--- src/rtl/ram8_if.sv ---
// RAM8 bus: address/write-data/write-enable from the tester, read data back.
`timescale 1ns/1ps
interface ram8_if #(
   parameter int DATA_WIDTH    = 16,
   parameter int ADDRESS_WIDTH = 3
);
   logic [ADDRESS_WIDTH-1:0] address;
   logic [DATA_WIDTH-1:0]    in;
   logic [DATA_WIDTH-1:0]    out;
   logic                     load;

   modport master (output address, in, load, input out);
   modport slave  (input address, in, load, output out);
endinterface

--- src/rtl/ram8_tester.sv ---
// Built-in self test for a RAM8: writes pat^addr, reads it back, then repeats with
// the inverted words, counting mismatches and recording the first failing address.
//
// state   | meaning
// IDLE    | waiting for start
// WR      | write D(a) at address a
// RD_SET  | present address a for read
// RD_CMP  | compare out with D(a)
// WRI     | write ~D(a) at address a
// RDI_SET | present address a for inverse read
// RDI_CMP | compare out with ~D(a)
// FIN     | one-cycle done pulse, result valid
`timescale 1ns/1ps
module ram8_tester #(
   parameter int DATA_WIDTH    = 16,
   parameter int ADDRESS_WIDTH = 3
) (
   input  logic                     clk,
   input  logic                     reset,
   input  logic                     start,
   input  logic [DATA_WIDTH-1:0]    pattern,
   ram8_if.master                   ram,
   output logic                     busy,
   output logic                     done,
   output logic                     pass,
   output logic [3:0]               err_count,
   output logic [ADDRESS_WIDTH-1:0] fail_addr
);

   typedef enum logic [2:0] {
      IDLE, WR, RD_SET, RD_CMP, WRI, RDI_SET, RDI_CMP, FIN
   } state_t;

   localparam logic [ADDRESS_WIDTH-1:0] addr_one = 1;

   state_t                   state, state_nxt;
   logic [ADDRESS_WIDTH-1:0] a;
   logic [DATA_WIDTH-1:0]    pat;
   logic [DATA_WIDTH-1:0]    word;
   logic [DATA_WIDTH-1:0]    exp_word;
   logic                     last;
   logic                     inv;
   logic                     cmp;
   logic                     mismatch;

   assign last     = &a;
   assign word     = pat ^ {{(DATA_WIDTH-ADDRESS_WIDTH){1'b0}}, a};
   assign inv      = (state == WRI) || (state == RDI_SET) || (state == RDI_CMP);
   assign exp_word = inv ? ~word : word;
   assign cmp      = (state == RD_CMP) || (state == RDI_CMP);
   assign mismatch = cmp && (ram.out != exp_word);

   always_ff @(posedge clk or posedge reset) begin
      if (reset) state <= IDLE;
      else       state <= state_nxt;
   end

   always_comb begin
      state_nxt = state;
      case (state)
         IDLE:    if (start) state_nxt = WR;
         WR:      if (last) state_nxt = RD_SET;
         RD_SET:  state_nxt = RD_CMP;
         RD_CMP:  state_nxt = last ? WRI : RD_SET;
         WRI:     if (last) state_nxt = RDI_SET;
         RDI_SET: state_nxt = RDI_CMP;
         RDI_CMP: state_nxt = last ? FIN : RDI_SET;
         FIN:     state_nxt = IDLE;
         default: state_nxt = IDLE;
      endcase
   end

   always_comb begin
      ram.address = a;
      ram.load    = (state == WR) || (state == WRI);
      ram.in      = ram.load ? exp_word : '0;
      busy        = (state != IDLE) && (state != FIN);
      done        = (state == FIN);
   end

   // Address counter wraps 7 -> 0 naturally at each phase boundary.
   always_ff @(posedge clk or posedge reset) begin
      if (reset) begin
         a         <= '0;
         pat       <= '0;
         err_count <= '0;
         fail_addr <= '0;
         pass      <= 1'b0;
      end else begin
         case (state)
            IDLE: begin
               if (start) begin
                  pat       <= pattern;
                  err_count <= '0;
                  fail_addr <= '0;
                  pass      <= 1'b0;
                  a         <= '0;
               end
            end
            WR, WRI: a <= a + addr_one;
            RD_CMP, RDI_CMP: begin
               a <= a + addr_one;
               if (mismatch) begin
                  if (err_count != 4'd15) err_count <= err_count + 4'd1;
                  if (err_count == 4'd0)  fail_addr <= a;
               end
               if (state == RDI_CMP && last)
                  pass <= (err_count == 4'd0) && !mismatch;
            end
            default: ;
         endcase
      end
   end

endmodule

--- src/flat_wrapper.sv ---
// flat-port wrapper written by rule: the top's interface ports become plain ports
module ram8_tester_flat 
#(
   parameter int DATA_WIDTH    = 16,
   parameter int ADDRESS_WIDTH = 3
)
  (clk, reset, start, pattern, busy, done, pass, err_count, fail_addr, ram_address, ram_in, ram_load, ram_out);
  ram8_if #(.DATA_WIDTH(DATA_WIDTH), .ADDRESS_WIDTH(ADDRESS_WIDTH)) ram_i ();
  input  logic clk;
  input  logic reset;
  input  logic start;
  input  logic [DATA_WIDTH-1:0] pattern;
  output logic busy;
  output logic done;
  output logic pass;
  output logic [3:0] err_count;
  output logic [ADDRESS_WIDTH-1:0] fail_addr;
  output wire logic [$bits(ram_i.address)-1:0] ram_address;
  output wire logic [$bits(ram_i.in)-1:0] ram_in;
  output wire logic [$bits(ram_i.load)-1:0] ram_load;
  input wire logic [$bits(ram_i.out)-1:0] ram_out;
  assign ram_address = ram_i.address;
  assign ram_in = ram_i.in;
  assign ram_load = ram_i.load;
  assign ram_i.out = ram_out;
  ram8_tester #(.DATA_WIDTH(DATA_WIDTH), .ADDRESS_WIDTH(ADDRESS_WIDTH)) u_core (.clk(clk), .reset(reset), .start(start), .pattern(pattern), .ram(ram_i), .busy(busy), .done(done), .pass(pass), .err_count(err_count), .fail_addr(fail_addr));
endmodule
--- config.mk ---
export PLATFORM = sky130hd
export DESIGN_NAME = ram8_tester_flat
export DESIGN_NICKNAME = d
export VERILOG_FILES = /design/src/rtl/ram8_if.sv /design/src/rtl/ram8_tester.sv /design/src/flat_wrapper.sv
export SDC_FILE = /design/constraint.sdc
export NUM_CORES = 1
export LEC_CHECK = 0
export BUFFER_PORTS_ARGS = -buffer_cell sky130_fd_sc_hd__buf_2
export CAP_MARGIN = 20
export CORE_MARGIN = 2
export CORE_UTILIZATION = 46
export CTS_CLUSTER_DIAMETER = 50
export DETAILED_ROUTE_END_ITERATION = 16
export PLACE_DENSITY = 0.77
export SKIP_LAST_GASP = 1
export SLEW_MARGIN = 20
export SYNTH_ARGS = -nofsm -noshare
export SYNTH_HDL_FRONTEND = slang
export SYNTH_SLANG_ARGS = --single-unit
export TNS_END_PERCENT = 100
--- constraint.sdc ---
create_clock -name clk -period 2.29 [get_ports clk]
set_input_delay 0.229 -clock clk [delete_from_list [all_inputs] [get_ports clk]]
set_output_delay 0.229 -clock clk [all_outputs]
set_load 0.02 [all_outputs]
# Word level (Yosys, flattened, before mapping)
# Cells that the tools add are included.
# word_totals
ff_bits	30
inputBits	35
output_inout_bits	30
# classes
addsub	2
n_eq_ne	17
n_mux	20
bitwise	2
n_reduce_logical	23
# ops
operator	n
$mux 16	2
$pmux 3 s8	1
$mux 3	7
$ne 16x16->1	1
$not 16->16	1
$xor 16x3->16	1
$eq 3x3->1 const B	4
$mux 4	3
$ne 2x1->1 const B	6
$pmux 3 s2	2
$reduce_and 3->1	3
$pmux 4 s2	1
$reduce_and 4->1	2
$eq 3x2->1 const B	2
$add 4x1->4 const B	1
$logic_and 1x1->1	4
$logic_not 4->1	1
$logic_or 1x1->1	4
$ne 4x4->1 const B	1
$reduce_and 2->1	2
$reduce_bool 2->1	2
$reduce_or 4->1	1
$add 3x1->3 const B	1
$eq 3x1->1 const B	1
9 further kinds	10

# Logic depth before layout (Yosys ltp)
# depth
ltp_word	10
mapped_depth	9
depth_no_buf	7

# Worst setup path before layout
# OpenSTA, ideal clock, no wires.
# synth_path
path_kind	register to register
from	register u_core.a[1], in the netlist u_core.ram.address[1]
to	register u_core.err_count[0]
setup_ns	0.126
t_arrival_ns	2.202
required_time_ns	2.164
setup_slack_ns	-0.038
stages_incl_launch_ff	9
period_less_slack_ns	2.328
cell_sequence	dfrtp_1 > xor2_1 > xnor2_1 > and3_1 > o22ai_1 > a2111o_1 > or2_1 > buf_6 > a221o_1
# synth_via
elab_chain_len	7
# synth_rtl
item	line_no	source
start: declaration	ram8_tester.sv:37	logic [ADDRESS_WIDTH-1:0] a;
start signal: assignment	ram8_tester.sv:100	WR, WRI: a <= a + addr_one;
start signal: assignment	ram8_tester.sv:102	a <= a + addr_one;
$xor 16x3->16 *	ram8_tester.sv:47	assign word = pat ^ {{(DATA_WIDTH-ADDRESS_WIDTH){1'b0}}, a};
$not 16->16	ram8_tester.sv:49	assign exp_word = inv ? ~word : word;
$mux 16 *	ram8_tester.sv:49	
$ne 16x16->1 *	ram8_tester.sv:51	assign mismatch = cmp && (ram.out != exp_word);
$logic_and 1x1->1 *	ram8_tester.sv:51	
$ne 2x1->1 (no line) *	--	
$reduce_and 4->1 (no line) *	--	
end signal: assignment	ram8_tester.sv:104	if (err_count != 4'd15) err_count <= err_count + 4'd1;
end: declaration	ram8_tester.sv:26	output logic [3:0] err_count,
# Mark *: on every way between the ends. The rest lies on a longest branch, timed or not.
# A chain may end at the register's enable or synchronous reset.

# Worst setup path in the final report
# layout_path
from	register u_core.state[1]
to	register u_core.err_count[0]
# layout_via
elab_chain_len	8
word_cells_on_any_way	18
# layout_rtl
item	line_no	source
start: declaration	ram8_tester.sv:36	state_t state, state_nxt;
start signal: assignment	ram8_tester.sv:55	else state <= state_nxt;
$eq 3x3->1	ram8_tester.sv:48	assign inv = (state == WRI) || (state == RDI_SET) || (state == RDI_CMP);
$logic_or 1x1->1 (2 in series)	ram8_tester.sv:48	
$mux 16	ram8_tester.sv:49	
$ne 16x16->1	ram8_tester.sv:51	
$logic_and 1x1->1	ram8_tester.sv:51	
$ne 2x1->1 (no line)	--	
$reduce_and 4->1 (no line)	--	
# Parallel ways exist; a longest one is shown, timed or not.

==> metrics <==
die area about 4800 sq um; Pleak 0.00122 uW; CP Class reg -> reg; final setup fails 0; Req. time, crit path roughly 2.5 ns; CTS Hold Buffers Added 0; CP bufs+invs 1; top cells by area, synth dfrtp_1 (38%), xnor2_1 (10%), mux2_2 (9.2%), nor2_1 (5.2%), xor2_1 (4.5%); total power 4230 uW; Synth area leader dfrtp_1; CTS H-tree depth 2; Synth Area in XOR/XNOR 14.7%; DRT iter0 DRCs 60; MaxCap Viol Count 0; core area 4060 sq um; Detailed Routing Iterations Pass 1 4; Mapped Cells approximately 210; Final WS setup 0.0873 ns; yosys warns 0; Startpoint Class flop; first-pass GRT wire length 7890 um; Slew headroom around 44%; Post-Syn Area per Cell 9.55 sq um; worst vdd ir 1.28 mV; Setup Skew 0.00365 ns; IO Pins 65; CP Cell Sequence a21boi_4, buf_4, xnor2_1, a2111o_1, or2_4, a221o_1; combinational share of power 65.6%; slowest cell delay on critical path 0.43 ns; Hold WS approximately 0.098 ns; insertion delay to the later sink of the worst-skew pair 0.28 ns; GRT Total Usage roughly 21%; sequential fraction of the synthesis area 38.2%; fill count 338; Clock Power Share 9.4%; status completed; largest net degree at the start of global routing 22; routability congestion estimate from global placement 0.870; Post-synth ARST share 100%; largest family of logic cells by synthesized area simple AND/OR/NAND/NOR gates; Worst path slowest cell a2111o_1; CTS root buffer clkbuf_8; Syn-to-layout area delta 31.6%; vias per cell 5.33; # diodes 0; Main synth FF type dfrtp_1; height of the die just under 70 um; Multi-input gate area 1190 sq um; Synth Area in Simple Gates 15.5%; post-place setup slack -0.0226 ns; pwr dens 1640 nW/um^2; Max Transition Viols Final 0; Synth top area share 38.2%; clock slew at reported path FFs 0.06 ns; clk sinks 30; Adder-Cell Fraction of Synth Area 2.54%; compound-cell area share of the yosys netlist 15.3%; Cell Rows 23; worst-path fanout max 11; EDFF count, synth 0; WL per Instance 14.4 um; final layout net count 326; Post-Syn Area 1970 sq um; share of cells above drive strength 1 41.5%; Vias 1,796; antenna-violating nets left 0; Post-Route WL around 4800 um; Worst Tran Pin Value 0.835 ns; Clock Path Buffers 2; achievable frequency 0.454 GHz; Initial Utilization 48.5%; Die W 69.4 um; vias in the first global route 1,728; Final Hold Fails 0; HPWL Detailed 3620 um; NetSw 1990 uW; internal power 2240 uW; Synth Net Count 245; final period utilization between 90% and 100%; sw frac 47.1%; CP top delay family compound AO/OA/AOI/OAI gates; Reg power frac 24.9%; Port Buffers 64; final core occ 63.8%; mux cell area share after synthesis under 10%; CTS tree yes; crit end category flop; Post-route DRC 0; register area about 750 sq um; Yosys cell types 40; post-route cell area 2590 sq um; crit path DAT 2.37 ns; Area after DPL 2450 sq um; min Tclk post-route 2.20 ns; total congestion overflow 0; Yosys reg bits 30; worst hold path class in -> async; CTS Buf Count 5; initial antenna violation count 0
## final timing paths
path / startpoint / endpoint / slack [ns] / depth (start not counted)
hold / removal: reset / u_core.fail_addr[2] / 0.1 / 2
hold reg to reg: u_core.fail_addr[0] / u_core.fail_addr[0] / 0.50 / 1
max in group asynchronous: reset / u_core.pat[5] / 1.56 / 3
min in group clk: pattern[15] / u_core.pat[15] / 0.15 / 3
setup reg to reg: u_core.state[1] / u_core.err_count[0] / 0.09 / 6
setup / recovery: u_core.state[1] / u_core.err_count[0] / 0.09 / 6
## area by class of cell
class,instances,share of cell area [%]
Tap cell,50,2.42
Inverter,8,1.16
Timing Repair Buffer,84,18.2
Clock buffer,7,2.95
Multi-Input combinational cell,158,46.2
Sequential cell,30,29.1
## kinds of logic after synthesis
| kind of cell | count (synthesis) |
|---|---|
| AND/OR/NAND/NOR | 64 |
| adder cells (fa/ha/maj) | 4 |
| buffers and inverters | 18 |
| multiplexers | 17 |
| XOR/XNOR | 33 |
| AO/OA/AOI/OAI | 40 |
| flip-flops | 30 |
## routing by layer
metal | wire length (um) | GRT usage, %
met4 | 62 | 6.54
met5 | 0 | 0
met3 | 205 | 5.81
met1 | 2190 | 26.7
met2 | 2390 | 33.7
## what timing repair did
item	CTS	global route
endpoints found under the setup margin	3	7
buffers inserted	0	1
pin swaps	0	2
gates resized for setup	2	9
## registers in the layout, indices dropped and copies added (netlist names)
register,count
u_core.ram.address,3
u_core.pass,1
u_core.pat,16
u_core.err_count,4
u_core.fail_addr,3
u_core.state,3
## cell usage in the layout, fill, tap and decap left out, drive strengths merged, types with 2 or more instances in the layout
| master | Yosys | final |
|---|---|---|
| o22ai | 4 | 4 |
| nor2 | 27 | 27 |
| nor2b | 3 | 3 |
| and2 | 2 | 2 |
| ha | 4 | 4 |
| a21oi | 2 | 2 |
| a32o | 4 | 4 |
| and3 | 4 | 4 |
| nor3 | 8 | 8 |
| dfrtp | 30 | 30 |
| o211ai | 3 | 3 |
| mux2 | 16 | 16 |
| a22o | 5 | 5 |
| a31oi | 2 | 2 |
| clkbuf | 7 | 7 |
| xor2 | 10 | 10 |
| nand2 | 10 | 10 |
| nand2b | 3 | 3 |
| buf | 3 | 84 |
| xnor2 | 23 | 23 |
| nand3 | 2 | 2 |
| inv | 8 | 8 |
| o21ai | 11 | 11 |
## per-stage QoR
stage | std cells | setup TNS [ns]
detailed placement | 329 | -0.0226
CTS | 336 | -0.00772
global route | 337 | -0.000279
finish | 337 | 0
global placement | 329 | 0
floorplan | 206 | 0
## Yosys cell counts (2+ instances only)
cell type / n
dfrtp_1: 30
nor2_1: 27
xnor2_1: 23
mux2_2: 16
o21ai_0: 11
nand2_1: 10
xor2_1: 10
inv_1: 8
clkbuf_1: 7
nor3_1: 7
a22o_1: 5
a32o_1: 4
and3_1: 4
ha_1: 4
o22ai_1: 4
nand2b_1: 3
nor2b_1: 3
o211ai_1: 3
a21oi_1: 2
a31oi_1: 2
and2_1: 2
buf_6: 2
nand3_1: 2
## worst register-to-register path, cell delays in order (launching register included)
cell and delay, ns:
dfrtp_1 0.41, a21boi_4 0.26, buf_4 0.27, xnor2_1 0.09
a2111o_1 0.43, or2_4 0.30, a221o_1 0.32
## power by group through the flow
stage | clock [uW] | combinational, uW | sequential [uW]
5_1_grt | 431 | 3030 | 1100
2_1_floorplan | 0 | 1780 | 1110
3_5_place_dp | 0 | 2690 | 1040
6_report | 400 | 2780 | 1050
3_3_place_gp | 0 | 2650 | 1030
4_1_cts | 405 | 2720 | 1040
Power figures use the tool's default switching activity.
